## config.mk

```make
export PLATFORM = sky130hd
export DESIGN_NAME = mine_ind_calc
export DESIGN_NICKNAME = d
export VERILOG_FILES = /design/src/rtl/mine_ind_calc.sv
export SDC_FILE = /design/constraint.sdc
export NUM_CORES = 1
export LEC_CHECK = 0
export BUFFER_PORTS_ARGS = -buffer_cell sky130_fd_sc_hd__buf_2
export CAP_MARGIN = 20
export CORE_UTILIZATION = 40
export DETAILED_ROUTE_END_ITERATION = 8
export SLEW_MARGIN = 20
export SYNTH_ARGS = -nofsm -noshare
export SYNTH_HDL_FRONTEND = slang
export SYNTH_SLANG_ARGS = --single-unit
```

## constraint.sdc

```tcl
create_clock -name clk -period 3.2 [get_ports clk]
set_input_delay 0.48 -clock clk [delete_from_list [all_inputs] [get_ports clk]]
set_output_delay 0.48 -clock clk [all_outputs]
set_load 0.02 [all_outputs]
```

## src/rtl/mine_ind_calc.sv

```systemverilog
// mine_ind_calc: Wishbone master that walks the board once and writes each cell's
// neighbour mine count into bits 4:1, preserving all other field bits.
module mine_ind_calc #(
    parameter int ROWS = 16,
    parameter int COLS = 16
) (
    input  logic       clk,
    input  logic       rst_n,
    input  logic       start,
    output logic       busy,
    output logic       done,
    output logic [7:0] ADR_O,
    output logic [7:0] DAT_O,
    input  logic [7:0] DAT_I,
    output logic       WE_O,
    output logic       STB_O,
    output logic       CYC_O,
    input  logic       ACK_I
);
    localparam logic [2:0] IDLE = 3'd0, RD_CTR = 3'd1, RD_NBR = 3'd2, WR = 3'd3, FIN = 3'd4;
    localparam logic [3:0] RMAX = 4'(ROWS - 1), CMAX = 4'(COLS - 1);

    logic [2:0] state, nidx, nxt;
    logic [3:0] row, col, cnt, lo, nrow, ncol, next_row, next_col;
    logic [7:0] hold, vmask;
    logic       gap, stb, nxt_ok, last;

    assign STB_O = stb;
    assign CYC_O = stb;

    // Neighbour index i is usable when bit i of vmask is set; order is (-1,-1)..(+1,+1).
    always_comb begin
        vmask = {(row != RMAX) && (col != CMAX), row != RMAX, (row != RMAX) && (col != 4'd0),
                 col != CMAX, col != 4'd0,
                 (row != 4'd0) && (col != CMAX), row != 4'd0, (row != 4'd0) && (col != 4'd0)};
        lo = (state == RD_CTR) ? 4'd0 : {1'b0, nidx} + 4'd1;
        nxt = 3'd0;
        nxt_ok = 1'b0;
        for (int i = 7; i >= 0; i--) begin
            if (vmask[i] && 4'(i) >= lo) begin
                nxt = 3'(i);
                nxt_ok = 1'b1;
            end
        end
        nrow = (nxt < 3'd3) ? row - 4'd1 : (nxt > 3'd4) ? row + 4'd1 : row;
        ncol = (nxt == 3'd0 || nxt == 3'd3 || nxt == 3'd5) ? col - 4'd1 :
               (nxt == 3'd1 || nxt == 3'd6) ? col : col + 4'd1;
        next_row = (col == CMAX) ? row + 4'd1 : row;
        next_col = (col == CMAX) ? 4'd0 : col + 4'd1;
        last = (row == RMAX) && (col == CMAX);
    end

    always_ff @(posedge clk or negedge rst_n) begin
        if (!rst_n) begin
            state <= IDLE;
            row   <= 4'd0;
            col   <= 4'd0;
            cnt   <= 4'd0;
            nidx  <= 3'd0;
            hold  <= 8'h00;
            gap   <= 1'b0;
            stb   <= 1'b0;
            WE_O  <= 1'b0;
            ADR_O <= 8'h00;
            DAT_O <= 8'h00;
            busy  <= 1'b0;
            done  <= 1'b0;
        end else begin
            done <= 1'b0;
            if (state == IDLE) begin
                if (start) begin
                    row   <= 4'd0;
                    col   <= 4'd0;
                    ADR_O <= 8'h00;
                    WE_O  <= 1'b0;
                    stb   <= 1'b1;
                    busy  <= 1'b1;
                    state <= RD_CTR;
                end
            end else if (state == FIN) begin
                state <= IDLE;
            end else if (stb && ACK_I) begin
                stb  <= 1'b0;
                gap  <= 1'b1;
                WE_O <= 1'b0;
                if (state == RD_CTR) hold <= DAT_I;
                if (state == RD_NBR) cnt <= cnt + {3'd0, DAT_I[7]};
            end else if (gap) begin
                // The slave's trailing ack lands here and is ignored; all advance decisions happen now.
                gap <= 1'b0;
                if (state == RD_CTR) begin
                    cnt   <= 4'd0;
                    nidx  <= nxt;
                    ADR_O <= {nrow, ncol};
                    stb   <= 1'b1;
                    state <= RD_NBR;
                end else if (state == RD_NBR && nxt_ok) begin
                    nidx  <= nxt;
                    ADR_O <= {nrow, ncol};
                    stb   <= 1'b1;
                end else if (state == RD_NBR) begin
                    WE_O  <= 1'b1;
                    ADR_O <= {row, col};
                    DAT_O <= (hold & 8'hE1) | {3'd0, cnt, 1'b0};
                    stb   <= 1'b1;
                    state <= WR;
                end else if (last) begin
                    done  <= 1'b1;
                    busy  <= 1'b0;
                    state <= FIN;
                end else begin
                    row   <= next_row;
                    col   <= next_col;
                    ADR_O <= {next_row, next_col};
                    stb   <= 1'b1;
                    state <= RD_CTR;
                end
            end
        end
    end
endmodule

```

### Word level (Yosys, flattened, before mapping)

Cells that the tools add are included.

| storage, ports and cells | value |
|---|---|
| register bits | 47 |
| input bits | 12 |
| word-level logic and storage cells | 199 |

| operators by class | value |
|---|---|
| add/subtract/negate cells | 6 |
| $lt $le $gt $ge | 10 |
| eq/ne operators | 25 |
| mux-type cells | 98 |
| bitwise operators | 6 |
| reduce and logical (&&, ||, !) cells | 41 |

Operator list:

| operator | count |
|---|---|
| $mux 4 | 28 |
| $mux 8 | 9 |
| $mux 3 | 19 |
| $mux 1 | 42 |
| $ge 3x4->1 const A | 4 |
| $reduce_and 8->1 | 2 |
| $logic_and 1x1->1 | 15 |
| $reduce_and 5->1 | 3 |
| $ne 4x4->1 const B | 3 |
| $reduce_and 4->1 | 3 |
| $ne 2x2->1 const B | 5 |
| $reduce_bool 2->1 | 5 |
| $eq 3x3->1 const B | 3 |
| $reduce_bool 3->1 | 3 |
| $add 4x1->4 const B | 2 |
| $eq 4x4->1 const B | 2 |
| $ge 1x4->1 const A | 2 |
| $ge 2x4->1 const A | 2 |
| $or 8x5->8 | 1 |
| $reduce_bool 4->1 | 2 |
| $sub 4x1->4 const B | 2 |
| $reduce_and 7->1 | 1 |
| $eq 3x1->1 const B | 2 |
| $eq 3x2->1 const B | 2 |
| 14 further kinds | 24 |

### Logic depth before layout (Yosys ltp)

| logic depth | value |
|---|---|
| word-level depth | 22 |
| depth in mapped cells | 12 |
| depth with buffers taken out | 10 |

### Worst setup path after synthesis

OpenSTA, ideal clock, no wires.

| timing path | value |
|---|---|
| kind | reg2reg |
| from | register col[0] |
| to | register ADR_O[7] |
| library setup time | 77 ps |
| data arrival time | 2,592 ps |
| required time | 3,123 ps |
| path slack | 531 ps |
| stages on the path, launching flop included | 13 |
| path buffers | 3 |
| cell sequence | dfrtp_1 ha_1 clkbuf_1 and3_1 buf_2 a211o_1 a211o_1 a21boi_4 buf_6 a2111oi_2 nor3_2 xor2_1 o21ai_1 |

| on the way | value |
|---|---|
| cells in the longest elaborated chain, start to end | 20 |
| elaborated cells between the ends (all ways) | 46 |
| classes of those cells | 2 x order compare; 3 x eq/ne; 27 x mux; 14 x reduce/logical |

RTL lines:

| item | line | text |
|---|---|---|
| from (decl) | 24 | `logic [3:0] row, col, cnt, lo, nrow, ncol, next_row, next_col;` |
| from (signal assigned) | 113 | `col <= next_col;` |
| $ne 4x4->1 | 33, 34, 35 |  |
| $logic_and 1x1->1 | 33 | `vmask = {(row != RMAX) && (col != CMAX), row != RMAX, (row != RMAX) && (col != 4'd0),` |
| $logic_and 1x1->1 | 40 | `if (vmask[i] && 4'(i) >= lo) begin` |
| $mux 3 (8 in a row) | 40 |  |
| $gt 3x3->1 | 45 | `nrow = (nxt < 3'd3) ? row - 4'd1 : (nxt > 3'd4) ? row + 4'd1 : row;` |
| $mux 4 (2 in a row) | 45 |  |
| $mux 8 | 97 | `end else if (state == RD_NBR && nxt_ok) begin` |
| $mux 8 | 91 | `if (state == RD_CTR) begin` |
| $mux 8 | 88 | `end else if (gap) begin` |
| $mux 8 | 82 | `end else if (stb && ACK_I) begin` |
| $mux 8 | 80 | `end else if (state == FIN) begin` |
| $mux 8 | 70 | `if (state == IDLE) begin` |
| to (signal assigned) | 94 | `ADR_O <= {nrow, ncol};` |
| to (signal assigned) | 99 | `ADR_O <= {nrow, ncol};` |
| to (signal assigned) | 103 | `ADR_O <= {row, col};` |
| to (decl) | 12 | `output logic [7:0] ADR_O,` |

Several ways; a longest one is shown, not always the timed one. The select of a mux whose other input is x is not followed.
A chain may end at the register's enable or synchronous reset.

### Final worst setup path

| timing path | value |
|---|---|
| from | register nidx[0] |
| to | register ADR_O[5] |

| on the way | value |
|---|---|
| cells in the longest elaborated chain, start to end | 21 |
| elaborated cells between the ends (all ways) | 47 |
| classes of those cells | 1 x add/sub; 10 x order compare; 1 x eq/ne; 25 x mux; 10 x reduce/logical |

RTL lines:

| item | line | text |
|---|---|---|
| from (decl) | 23 | `logic [2:0] state, nidx, nxt;` |
| from (signal assigned) | 93 | `nidx <= nxt;` |
| from (signal assigned) | 98 | `nidx <= nxt;` |
| $add 3x1->4 (*) | 36 | `lo = (state == RD_CTR) ? 4'd0 : {1'b0, nidx} + 4'd1;` |
| $mux 4 (*) | 36 |  |
| $ge 3x4->1 | 40 |  |
| $logic_and 1x1->1 | 40 |  |
| $mux 3 (8 in a row) | 40 |  |
| $gt 3x3->1 | 45 |  |
| $mux 4 (2 in a row) | 45 |  |
| $mux 8 | 97 |  |
| $mux 8 | 91 |  |
| $mux 8 | 88 |  |
| $mux 8 | 82 |  |
| $mux 8 | 80 |  |
| $mux 8 | 70 |  |

Mark *: on every way between the ends. The rest lies on a longest branch, timed or not. The select of a mux whose other input is x is not followed.

==> metrics.csv <==
stage;metric;value;unit
final_layout;nets;361;
sta;rsz0062_at_grt;false;
critical_path;cp_common_cell;a211o_1;
sta;timing.final.crit_share;93.27;%
cts;clockBufferDepth;2;
final_layout;synthToLayoutAreaGrowth;14.83;%
placed_design;gp_congestion;0.9020;
power;seq_power_share;25.3;%
synth;yosysMostFrequentCell;dfrtp_1;
sta;maxSlewViolCount;0;
synth;yosysWarnings;0;
power;netSwitchingPower;1.451;mW
critical_path;path_cells;ha_1 -> nor2b_1 -> a211o_1 -> a211o_1 -> a21boi_4 -> o21ai_1 -> a21oi_1 -> or2_0 -> a32o_1;
routing;drc;0;
critical_path;start_kind;flop;
cts;cts-htree-levels;2;
placed_design;post-dp-hpwl;4956;um
floorplanning;die_width;84.81;um
critical_path;end_kind;flop;
cts;numCtsBuffers;5;
cts;root_buffer;clkbuf_8;
grt;grt_pass1_vias;2325;
grt;antenna_found_initial;0;
sta;slew_headroom;60.42;%
sta;tns;0;ns
cts;cts_sinks;43;
synth;syn_nets;325;
routing;drt-pass1-iter-count;4;
critical_path;cp_slowest_cell;dfrtp_1;
grt;grt_max_degree;44;
cts;clk_latency;0.30;ns
final_layout;multi_input_comb_area;1543;um2
sta;fmax;335.1;MHz
power;power_density;969.6;nW/um2
placed_design;port-buffer-count;28;
floorplanning;core;6495;um2
final_layout;diodes;0;
routing;routedWlPerCell;15.95;um
routing;ant_nets;0;
synth;synth_top_cells_by_area;dfrtp_1 (39%), mux2_2 (5.3%), o21ai_0 (4.6%);
synth;synthesis.area;2743;um2
critical_path;path_buf_inv;0;
routing;wl;6701;um
synth;ys_top_cells_by_count;dfrtp_1 (43), nand2_1 (30), nor2_1 (27);
grt;grt_usage;20.62;%
critical_path;arrival;3.18;ns
final_layout;final_core_util;48.49;%
power;p_int;1.603;mW
synth;ys.flop_type;dfrtp_1;
final_layout;drive_above_1_share;22.16;%
synth;synth_edf_count;0;
critical_path;critPathKind;flop to flop;
power;p_clk_share;14.8;%
final_layout;finalNonFillerCells;420;
synth;yosysTopAreaCellShare;39.23;%
synth;seq_area_frac_synth;39.23;%
cts;clk_pin_slew;0.09;ns
grt;grt_overflow_total;0;
routing;vias_per_cell;5.874;
power;total_leakage_power;1.476;nW
synth;synth_cells;306;
sta;skew;0.004858;ns
hold_path;min_path_type;input port to async pin;
critical_path;cp_max_fo;11;
placed_design;dpl_cell_area;3005;um2
floorplanning;pin_count;33;
cts;hold_buffers;0;
outcome;status;complete, no violations;
sta;finalSetupViolations;0;
critical_path;crit_path_max_incr_delay;0.47;ns
floorplanning;die_area;7192;um2
critical_path;path_delay_family;compound AO/OA/AOI/OAI gates;
final_layout;fill_cells;620;
final_layout;regArea;1076;um2
power;combPwrFrac;59.9;%
placed_design;dp_cells;411;
floorplanning;start_util;42.23;%
sta;hold_violations;0;
synth;yosysTopAreaCell;dfrtp_1;
grt;grt_pass1_wl;11670;um
cts;cts_tree;built;
routing;vias;2467;
power;switching_share;47.51;%
run;maxCapViolCount;0;
synth;synth_cell_types;59;
sta;fin_crit;2.985;ns
floorplanning;die-height;84.81;um
critical_path;required;3.40;ns
synth;async_reset_ff_share;100.0;%
routing;drtIter0Drc;187;
sta;tightest_slew;0.5892;ns
synth;ys_ff_latch;43;
final_layout;fin_area;3149;um2
synth;syn_avg_cell_area;8.963;um2
floorplanning;rows;29;
sta;holdWs;0.06906;ns
power;vdd_drop_max;0.4048;mV
-- kinds of logic after synthesis --
logic type,Yosys count,share of synthesized area [%]
muxes,17,6.980
DFF,43,39.23
buffers and inverters,26,4.790
xor gates and xnor gates,5,1.597
adders and majority gates,7,3.193
AOI/OAI and AO/OA,104,26.23
and+or+nand+nor,104,17.98
-- routing by layer --
| metal | up-vias | GRT usage, % | part of all wire [%] |
|---|---|---|---|
| met5 | - | 0 | 0 |
| met4 | 0 | 7.550 | 2.1 |
| met3 | 13 | 3.048 | 3.9 |
| met2 | 58 | 32.52 | 47 |
| met1 | 1179 | 28.78 | 47 |
| li1 | 1217 | - | - |
-- through the flow --
stage / setup slack (ns) / total power [mW]
floorplan: 0.5309 / 2.146
global placement: 0.2531 / 2.570
finish: 0.2154 / 3.053
global route: 0.04477 / 3.300
CTS: 0.2063 / 3.045
detailed placement: 0.2365 / 2.586
-- power by group through the flow --
stage / registers, mW / clock network, mW / logic (mW)
3_3_place_gp: 0.782 / 0 / 1.79
4_1_cts: 0.774 / 0.465 / 1.81
2_1_floorplan: 0.810 / 0 / 1.34
5_1_grt: 0.793 / 0.481 / 2.03
6_report: 0.774 / 0.452 / 1.83
3_5_place_dp: 0.786 / 0 / 1.80
-- area by class of cell --
type                       instances  area share, %
sequential                        43          34.17
inverter                          10          1.192
clock inverter                     3          1.510
tap                               77          3.059
clock buffer                       5          2.185
timing repair buffer              45          8.899
multi-input combinational        237          48.99
-- state kept, by name, summed over array words and instances (netlist names) --
register,flops
ADR_O,8
DAT_O,8
cnt,4
col,4
hold,4
row,4
nidx,3
state,3
CYC_O,1
WE_O,1
busy,1
done,1
gap,1
-- repair_timing --
action	4_1_cts	5_1_grt
endpoints found under the setup margin	0	2
resized for setup	0	3
buffers inserted	0	0
-- layout by cell type, fill, tap and decap left out, types with 3 or more instances in the layout --
master    count
o21ai_0      25
o31ai_1       7
ha_1          7
nand3_1      13
clkbuf_8      5
and2_1        5
nand2_1      30
a22o_1        3
mux2i_1       3
o21ai_1       4
a31oi_1       7
buf_2        28
a21oi_1      24
a21o_1        5
nor2_1       27
xnor2_1       3
dfrtp_1      43
inv_1        10
nor3_1       10
mux2_2       13
buf_4        16
and3_1        3
-- path summary, 6_finish.rpt --
| kind | slack, ns | to | start | depth (start not counted) |
|---|---|---|---|---|
| min reg2reg | 0.48 | cnt[3] | cnt[3] | 1 |
| max | 0.22 | ADR_O[5] | nidx[0] | 9 |
| max reg2reg | 0.22 | ADR_O[5] | nidx[0] | 9 |
| max in group asynchronous | 2.65 | nidx[1] | rst_n | 2 |
| min in group clk | 0.40 | hold[0] | DAT_I[0] | 2 |
| min | 0.07 | DAT_O[0] | rst_n | 1 |
Note: power is estimated with default switching activity, not from simulation.
